`src/rtl/if_prefetch_queue_if.sv`:
```
// Purpose : bundles the fetch-memory port and the IF-stage port of the prefetch queue.
// Latency : wiring only; no logic.
// Backpressure : imem_ready stalls a request; the queue stops issuing when its entries are all spoken for.
// Ports (master = prefetch queue, slave = memory + pipeline side):
//   imem_req/imem_addr    request to instruction memory, accepted when imem_ready=1
//   imem_valid/imem_rdata one response per accepted request
//   redirect/redirect_pc  flush and restart fetch at a new PC
//   deq                   IF consumes the head entry
//   inst_valid/inst_out/inst_pc  head entry presented to IF
interface if_prefetch_queue_if;
   logic        imem_req;
   logic [31:0] imem_addr;
   logic        imem_ready;
   logic        imem_valid;
   logic [31:0] imem_rdata;
   logic        redirect;
   logic [31:0] redirect_pc;
   logic        deq;
   logic        inst_valid;
   logic [31:0] inst_out;
   logic [31:0] inst_pc;

   modport master (
      output imem_req, imem_addr, inst_valid, inst_out, inst_pc,
      input  imem_ready, imem_valid, imem_rdata, redirect, redirect_pc, deq
   );

   modport slave (
      input  imem_req, imem_addr, inst_valid, inst_out, inst_pc,
      output imem_ready, imem_valid, imem_rdata, redirect, redirect_pc, deq
   );
endinterface

```
`src/rtl/if_prefetch_queue.sv`:
```
// Purpose : instruction prefetch queue; issues sequential word fetches and buffers DEPTH {pc, inst} entries for IF.
// Latency : response sampled at edge M is the head from the cycle after M (no bypass); one request in flight at a time.
// Backpressure : a request is only issued while count + outstanding < DEPTH; imem_ready=0 holds the request stable.
// Ports:
//   clk    rising-edge clock
//   reset  synchronous, active-low; clears FSM, pointers, count and fetch PC
//   bus    if_prefetch_queue_if.master (memory request/response, redirect, deq, head entry)
module if_prefetch_queue #(
   parameter int unsigned DEPTH    = 4,
   parameter logic [31:0] RESET_PC = 32'h0000_0000
) (
   input  logic                clk,
   input  logic                reset,
   if_prefetch_queue_if.master bus
);

   localparam int unsigned   AW   = (DEPTH > 1) ? $clog2(DEPTH) : 1;
   localparam int unsigned   CW   = AW + 1;
   localparam logic [CW-1:0] FULL = CW'(DEPTH);

   // REQ: request on the bus. WAIT: accepted, response will be kept.
   // DROP: accepted before a redirect, response will be thrown away.
   typedef enum logic [1:0] {S_IDLE, S_REQ, S_WAIT, S_DROP} state_t;

   state_t        state_q, state_d;
   logic [31:0]   fetch_pc_q, fetch_pc_d;
   logic [31:0]   req_pc_q, req_pc_d;
   logic          imem_req_q, imem_req_d;
   logic [AW-1:0] rd_ptr_q, rd_ptr_d;
   logic [AW-1:0] wr_ptr_q, wr_ptr_d;
   logic [CW-1:0] count_q, count_d;
   logic          do_enq;
   logic          do_deq;

   logic [31:0]   ent_pc_q   [DEPTH];
   logic [31:0]   ent_inst_q [DEPTH];

   always_comb begin
      state_d    = state_q;
      fetch_pc_d = fetch_pc_q;
      req_pc_d   = req_pc_q;
      imem_req_d = imem_req_q;
      rd_ptr_d   = rd_ptr_q;
      wr_ptr_d   = wr_ptr_q;
      count_d    = count_q;
      do_enq     = 1'b0;
      do_deq     = 1'b0;

      if (bus.redirect) begin
         // Flush wins over everything, including a same-cycle deq or response.
         rd_ptr_d   = '0;
         wr_ptr_d   = '0;
         count_d    = '0;
         fetch_pc_d = bus.redirect_pc & 32'hFFFF_FFFC;
         imem_req_d = 1'b0;
         case (state_q)
            // An unaccepted request is simply retracted; an accepted one
            // still owes us a response that must be swallowed.
            S_REQ:          state_d = bus.imem_ready ? S_DROP : S_IDLE;
            S_WAIT, S_DROP: state_d = bus.imem_valid ? S_IDLE : S_DROP;
            default:        state_d = S_IDLE;
         endcase
      end else begin
         do_deq = bus.deq && (count_q != '0);
         case (state_q)
            S_IDLE: begin
               if (count_q < FULL) begin
                  state_d    = S_REQ;
                  imem_req_d = 1'b1;
               end
            end
            S_REQ: begin
               if (bus.imem_ready) begin
                  state_d    = S_WAIT;
                  imem_req_d = 1'b0;
                  req_pc_d   = fetch_pc_q;
                  fetch_pc_d = fetch_pc_q + 32'd4;
               end
            end
            S_WAIT: begin
               if (bus.imem_valid) begin
                  do_enq  = 1'b1;
                  state_d = S_IDLE;
               end
            end
            S_DROP: begin
               if (bus.imem_valid) begin
                  state_d = S_IDLE;
               end
            end
            default: state_d = S_IDLE;
         endcase

         rd_ptr_d = rd_ptr_q + AW'(do_deq);
         wr_ptr_d = wr_ptr_q + AW'(do_enq);
         count_d  = count_q + CW'(do_enq) - CW'(do_deq);

         // Take the IDLE decision early on the response edge so the next
         // request goes out in the very next cycle when there is room.
         if ((state_q == S_WAIT) && bus.imem_valid && (count_d < FULL)) begin
            state_d    = S_REQ;
            imem_req_d = 1'b1;
         end
      end
   end

   always_ff @(posedge clk) begin
      if (!reset) begin
         state_q    <= S_IDLE;
         fetch_pc_q <= RESET_PC;
         req_pc_q   <= RESET_PC;
         imem_req_q <= 1'b0;
         rd_ptr_q   <= '0;
         wr_ptr_q   <= '0;
         count_q    <= '0;
      end else begin
         state_q    <= state_d;
         fetch_pc_q <= fetch_pc_d;
         req_pc_q   <= req_pc_d;
         imem_req_q <= imem_req_d;
         rd_ptr_q   <= rd_ptr_d;
         wr_ptr_q   <= wr_ptr_d;
         count_q    <= count_d;
      end
   end

   // Entry storage needs no reset: nothing is visible until count says so.
   always_ff @(posedge clk) begin
      if (do_enq) begin
         ent_pc_q[wr_ptr_q]   <= req_pc_q;
         ent_inst_q[wr_ptr_q] <= bus.imem_rdata;
      end
   end

   assign bus.imem_req   = imem_req_q;
   assign bus.imem_addr  = fetch_pc_q;
   assign bus.inst_valid = (count_q != '0);
   assign bus.inst_out   = ent_inst_q[rd_ptr_q];
   assign bus.inst_pc    = ent_pc_q[rd_ptr_q];

endmodule

```
`src/flat_wrapper.sv`:
```
// flat-port wrapper written by rule: the top's interface ports become plain ports
module if_prefetch_queue_flat 
#(
   parameter int unsigned DEPTH    = 4,
   parameter logic [31:0] RESET_PC = 32'h0000_0000
)
  (clk, reset, bus_imem_req, bus_imem_addr, bus_inst_valid, bus_inst_out, bus_inst_pc, bus_imem_ready, bus_imem_valid, bus_imem_rdata, bus_redirect, bus_redirect_pc, bus_deq);
  if_prefetch_queue_if bus_i ();
  input  logic clk;
  input  logic reset;
  output wire logic [$bits(bus_i.imem_req)-1:0] bus_imem_req;
  output wire logic [$bits(bus_i.imem_addr)-1:0] bus_imem_addr;
  output wire logic [$bits(bus_i.inst_valid)-1:0] bus_inst_valid;
  output wire logic [$bits(bus_i.inst_out)-1:0] bus_inst_out;
  output wire logic [$bits(bus_i.inst_pc)-1:0] bus_inst_pc;
  input wire logic [$bits(bus_i.imem_ready)-1:0] bus_imem_ready;
  input wire logic [$bits(bus_i.imem_valid)-1:0] bus_imem_valid;
  input wire logic [$bits(bus_i.imem_rdata)-1:0] bus_imem_rdata;
  input wire logic [$bits(bus_i.redirect)-1:0] bus_redirect;
  input wire logic [$bits(bus_i.redirect_pc)-1:0] bus_redirect_pc;
  input wire logic [$bits(bus_i.deq)-1:0] bus_deq;
  assign bus_imem_req = bus_i.imem_req;
  assign bus_imem_addr = bus_i.imem_addr;
  assign bus_inst_valid = bus_i.inst_valid;
  assign bus_inst_out = bus_i.inst_out;
  assign bus_inst_pc = bus_i.inst_pc;
  assign bus_i.imem_ready = bus_imem_ready;
  assign bus_i.imem_valid = bus_imem_valid;
  assign bus_i.imem_rdata = bus_imem_rdata;
  assign bus_i.redirect = bus_redirect;
  assign bus_i.redirect_pc = bus_redirect_pc;
  assign bus_i.deq = bus_deq;
  if_prefetch_queue #(.DEPTH(DEPTH), .RESET_PC(RESET_PC)) u_core (.clk(clk), .reset(reset), .bus(bus_i));
endmodule
```
`config.mk`:
```
export PLATFORM = sky130hd
export DESIGN_NAME = if_prefetch_queue_flat
export DESIGN_NICKNAME = d
export VERILOG_FILES = /design/src/rtl/if_prefetch_queue_if.sv /design/src/rtl/if_prefetch_queue.sv /design/src/flat_wrapper.sv
export SDC_FILE = /design/constraint.sdc
export NUM_CORES = 1
export LEC_CHECK = 0
export ABC_AREA = 1
export ABC_CLOCK_PERIOD_IN_PS = 13500
export CAP_MARGIN = 20
export CORE_UTILIZATION = 55
export CTS_CLUSTER_SIZE = 24
export DETAILED_ROUTE_END_ITERATION = 10
export GPL_ROUTABILITY_DRIVEN = 0
export PLACE_DENSITY = 0.8
export SETUP_SLACK_MARGIN = 0.5
export SLEW_MARGIN = 0
export SYNTH_ARGS = -nofsm -noshare
export SYNTH_HDL_FRONTEND = slang
export SYNTH_SLANG_ARGS = --single-unit
export TNS_END_PERCENT = 10
```
`constraint.sdc`:
```
create_clock -name clk -period 13.5 [get_ports clk]
set_input_delay 2.7 -clock clk [delete_from_list [all_inputs] [get_ports clk]]
set_output_delay 2.7 -clock clk [all_outputs]
set_load 0.01 [all_outputs]
```
==> impl_metrics.py <==
metrics = {
    "cells_and_area": {
        "diodes": 0,
        "drive_gt1_frac": 0.0667,
        "design_area_um2": 15600,
        "syn_to_final_growth_pct": 22.1,
        "final_nets": 1387,
    },
    "synth": {
        "synth_top_area_frac": 0.582,
        "synth-edff-count": 248,
        "synthCells": 1161,
        "synth-main-ff-cell": "edfxtp_1",
        "yosysTopAreaCell": "edfxtp_1",
        "ys_seq_area_frac": 0.691,
        "yosysWarnings": 0,
        "synth_area_leaders": "edfxtp_1, dfxtp_1, o21ai_0, nor2_1, nand2_1",
        "avgSynthCellArea_um2": 11.0,
        "async_flop_share": 0,
        "synth_area_um2": 12800,
        "synth_seq_cells": 318,
        "synth_cell_types": 38,
    },
    "grt": {
        "grt_first_pass_wirelength_um": 44900,
        "grt-ovfl-total": 0,
        "grt_start_max_net_pins": 125,
        "grt_usage": 0.240,
        "first_global_vias": 8793,
        "antenna_found_initial": 0,
    },
    "power_and_ir_drop": {
        "sw_frac_of_total": 0.206,
        "peakVddDrop_mv": 0.0936,
        "clock_power_share": 0.414,
        "power_switching_mw": 0.415,
        "p_int_mw": 1.60,
        "power_density_nw_per_um2": 129,
        "combPwrFrac": 0.048,
        "seq_power_share": 0.538,
        "power_leakage_nw": 5.57,
        "p_total_mw": 2.01,
    },
    "timing": {
        "drv_slew": 0,
        "setup_viol": 0,
        "setup-tns-final_ps": 0,
        "worst_slew_margin_rel": 0.408,
        "post-route-min-period_ps": 5770,
        "tightest_slew_ps": 887,
        "timing.final.crit_share": 0.428,
        "fmax_mhz": 173,
        "worst_clock_skew_ps": 21.3,
        "rsz0062_at_grt": "false",
        "finalHoldViolations": 0,
    },
    "clocking": {
        "cts_buffers": 31,
        "ctsResizeCount": 0,
        "htree_levels": 1,
        "path_clk_slew_ps": 60,
        "cts_setup_buffers": 0,
        "cts_tree": "built",
        "clockBufferDepth": 3,
        "cts_sinks": 318,
        "postCtsHoldBufs": 0,
        "cts_root_buf": "clkbuf_16",
        "worst_skew_pair.late_latency_ps": 560,
    },
    "critical_path": {
        "critPathLaunchType": "register",
        "r2r-start": "u_core.state_q[1]",
        "end_kind": "output port",
        "path_class": "register to output port",
        "required_ps": 10800,
        "reg2regPathDepth": 6,
        "cp.arrival_ps": 3070,
        "rrSetupSlack_ps": 10770,
        "r2r-end": "u_core.ent_inst_q[2][17]",
        "cp_max_fo": 66,
    },
    "routing": {
        "vias_per_cell": 5.63,
        "drt_pass1_iterations": 5,
        "antenna_left": 0,
        "route.detailed.wl_per_inst_um": 17.6,
        "dr_total_vias": 9113,
        "first_iter_violations": 880,
        "routed_wl_um": 28500,
        "remaining_drc_errors": 0,
    },
    "floorplanning": {
        "rows": 55,
        "die_w_um": 155,
        "initial_core_util": 0.564,
        "die_h_um": 155,
        "boundaryPins": 168,
        "fp.coreArea_um2": 22700,
        "die_area_um2": 23900,
    },
    "min_path": {
        "hp-start": "u_core.bus.imem_req",
        "min_to": "u_core.bus.imem_req",
        "hold_path_depth": 2,
        "hp-class": "register to register",
    },
    "placed_design": {
        "dp_hpwl_um": 16700,
        "io_buffers": 161,
        "placed_area_um2": 14600,
    },
    "run": {
        "max_cap_viol_count": 0,
    },
    "outcome": {
        "outcome": "finished, final reports clean",
    },
}
-- cell type report --
cell class / count / area (um^2)
Sequential cell: 318 / 8850
Fill cell: 1598 / 7080
Inverter: 72 / 272
Multi-Input combinational cell: 710 / 3400
Clock buffer: 41 / 863
Tap cell: 285 / 357
Clock inverter: 15 / 131
Timing Repair Buffer: 178 / 1760
-- stage by stage --
step | utilization | setup slack, ps | hold WS [ps] | instances
2_1_floorplan | - | 5390 | 455 | 1164
3_3_place_gp | 0.643 | 7830 | 461 | 1562
3_5_place_dp | 0.643 | 7750 | 469 | 1562
4_1_cts | 0.687 | 7530 | 488 | 1618
5_1_grt | 0.688 | 7570 | 511 | 1619
6_report | 0.688 | 7730 | 484 | 1619
-- cell families after synthesis --
kind of cell | count (synthesis) | share of synthesized area
other | 1 | 0.000293
buffers and inverters | 136 | 0.0460
XOR/XNOR | 4 | 0.00274
flip-flops | 318 | 0.691
AND/OR/NAND/NOR | 429 | 0.140
AO/OA/AOI/OAI | 267 | 0.113
adder cells (fa/ha/maj) | 6 | 0.00645
-- worst max-delay path by stage --
stage / startpoint / end
final: u_core.rd_ptr_q[0] / bus_inst_out[8]
after global routing: u_core.rd_ptr_q[0] / bus_inst_out[4]
after CTS: u_core.rd_ptr_q[0] / bus_inst_pc[26]
after detailed placement: bus_redirect / u_core.ent_inst_q[2][22]
after global placement: bus_redirect / u_core.ent_inst_q[2][22]
after floorplan: bus_redirect / u_core.ent_inst_q[0][0]
-- critical path, cell delays in order, from the launching register on --
cell	delay (ps)
dfxtp_4	730
buf_4	620
o21ai_0	230
o22ai_1	250
clkdlybuf4s50_1	630
-- state kept, by name, indices dropped and copies added (netlist names) --
| register | count |
|---|---|
| u_core.bus.imem_addr | 30 |
| u_core.bus.imem_req | 1 |
| u_core.count_q | 3 |
| u_core.ent_inst_q | 128 |
| u_core.ent_pc_q | 120 |
| u_core.rd_ptr_q | 2 |
| u_core.req_pc_q | 30 |
| u_core.state_q | 2 |
| u_core.wr_ptr_q | 2 |
-- synthesized netlist by cell type (3+ instances only) --
cell type	number
nor2_2	4
o22ai_1	62
buf_4	4
a211oi_1	5
edfxtp_1	248
nand3_1	47
nand2_2	3
o21ai_0	158
dfxtp_1	70
nor2_1	208
nor3_1	14
ha_1	5
a31oi_1	9
a21oi_1	26
inv_1	66
nand2_1	138
nand4_1	4
buf_6	6
buf_2	15
inv_2	5
nand3b_1	3
clkbuf_1	37
nand2_4	3
-- per-layer routing --
metal / wire length [um] / track usage / vias to the layer above / share of wire
li1: - / - / 4374 / -
met1: 11900 / 0.327 / 4252 / 0.42
met2: 13200 / 0.392 / 421 / 0.46
met3: 2510 / 0.0359 / 66 / 0.088
met4: 862 / 0.0924 / 0 / 0.030
met5: 0 / 0 / - / 0
-- power groups by stage --
stage | sequential (mW) | clock, mW | combinational [mW]
after floorplan | 1.10 | 0 | 0.0439
after detailed placement | 1.10 | 0 | 0.0955
after global routing | 1.08 | 0.882 | 0.106
after CTS | 1.08 | 0.844 | 0.0964
final | 1.08 | 0.833 | 0.0969
after global placement | 1.10 | 0 | 0.0936
-- cells in the final DEF, fill, tap and decap left out, types with 2 or more instances in the layout --
| cell | count |
|---|---|
| clkdlybuf4s50_1 | 161 |
| o211ai_1 | 2 |
| inv_2 | 5 |
| nand3_1 | 47 |
| o22ai_1 | 62 |
| dfxtp_1 | 68 |
| nor2_2 | 4 |
| inv_1 | 64 |
| clkbuf_16 | 31 |
| ha_1 | 5 |
| bufinv_16 | 2 |
| xnor2_1 | 2 |
| o21ai_1 | 2 |
| nand3b_1 | 3 |
| nor2_8 | 2 |
| a211oi_1 | 5 |
| edfxtp_1 | 248 |
| conb_1 | 4 |
| nand2_1 | 138 |
| clkinvlp_4 | 2 |
| clkbuf_1 | 5 |
| nand2_2 | 3 |
| nor2_1 | 208 |
| a31oi_1 | 9 |
| nor3_2 | 4 |
| clkinv_2 | 5 |
| clkbuf_8 | 5 |
| xor2_1 | 2 |
| a21oi_1 | 26 |
| nor3_1 | 10 |
| nand4_1 | 4 |
| buf_4 | 16 |
| o21ai_0 | 158 |
| nand2_4 | 3 |
| clkinv_1 | 7 |
No activity file was read; power rests on OpenSTA's default activity.
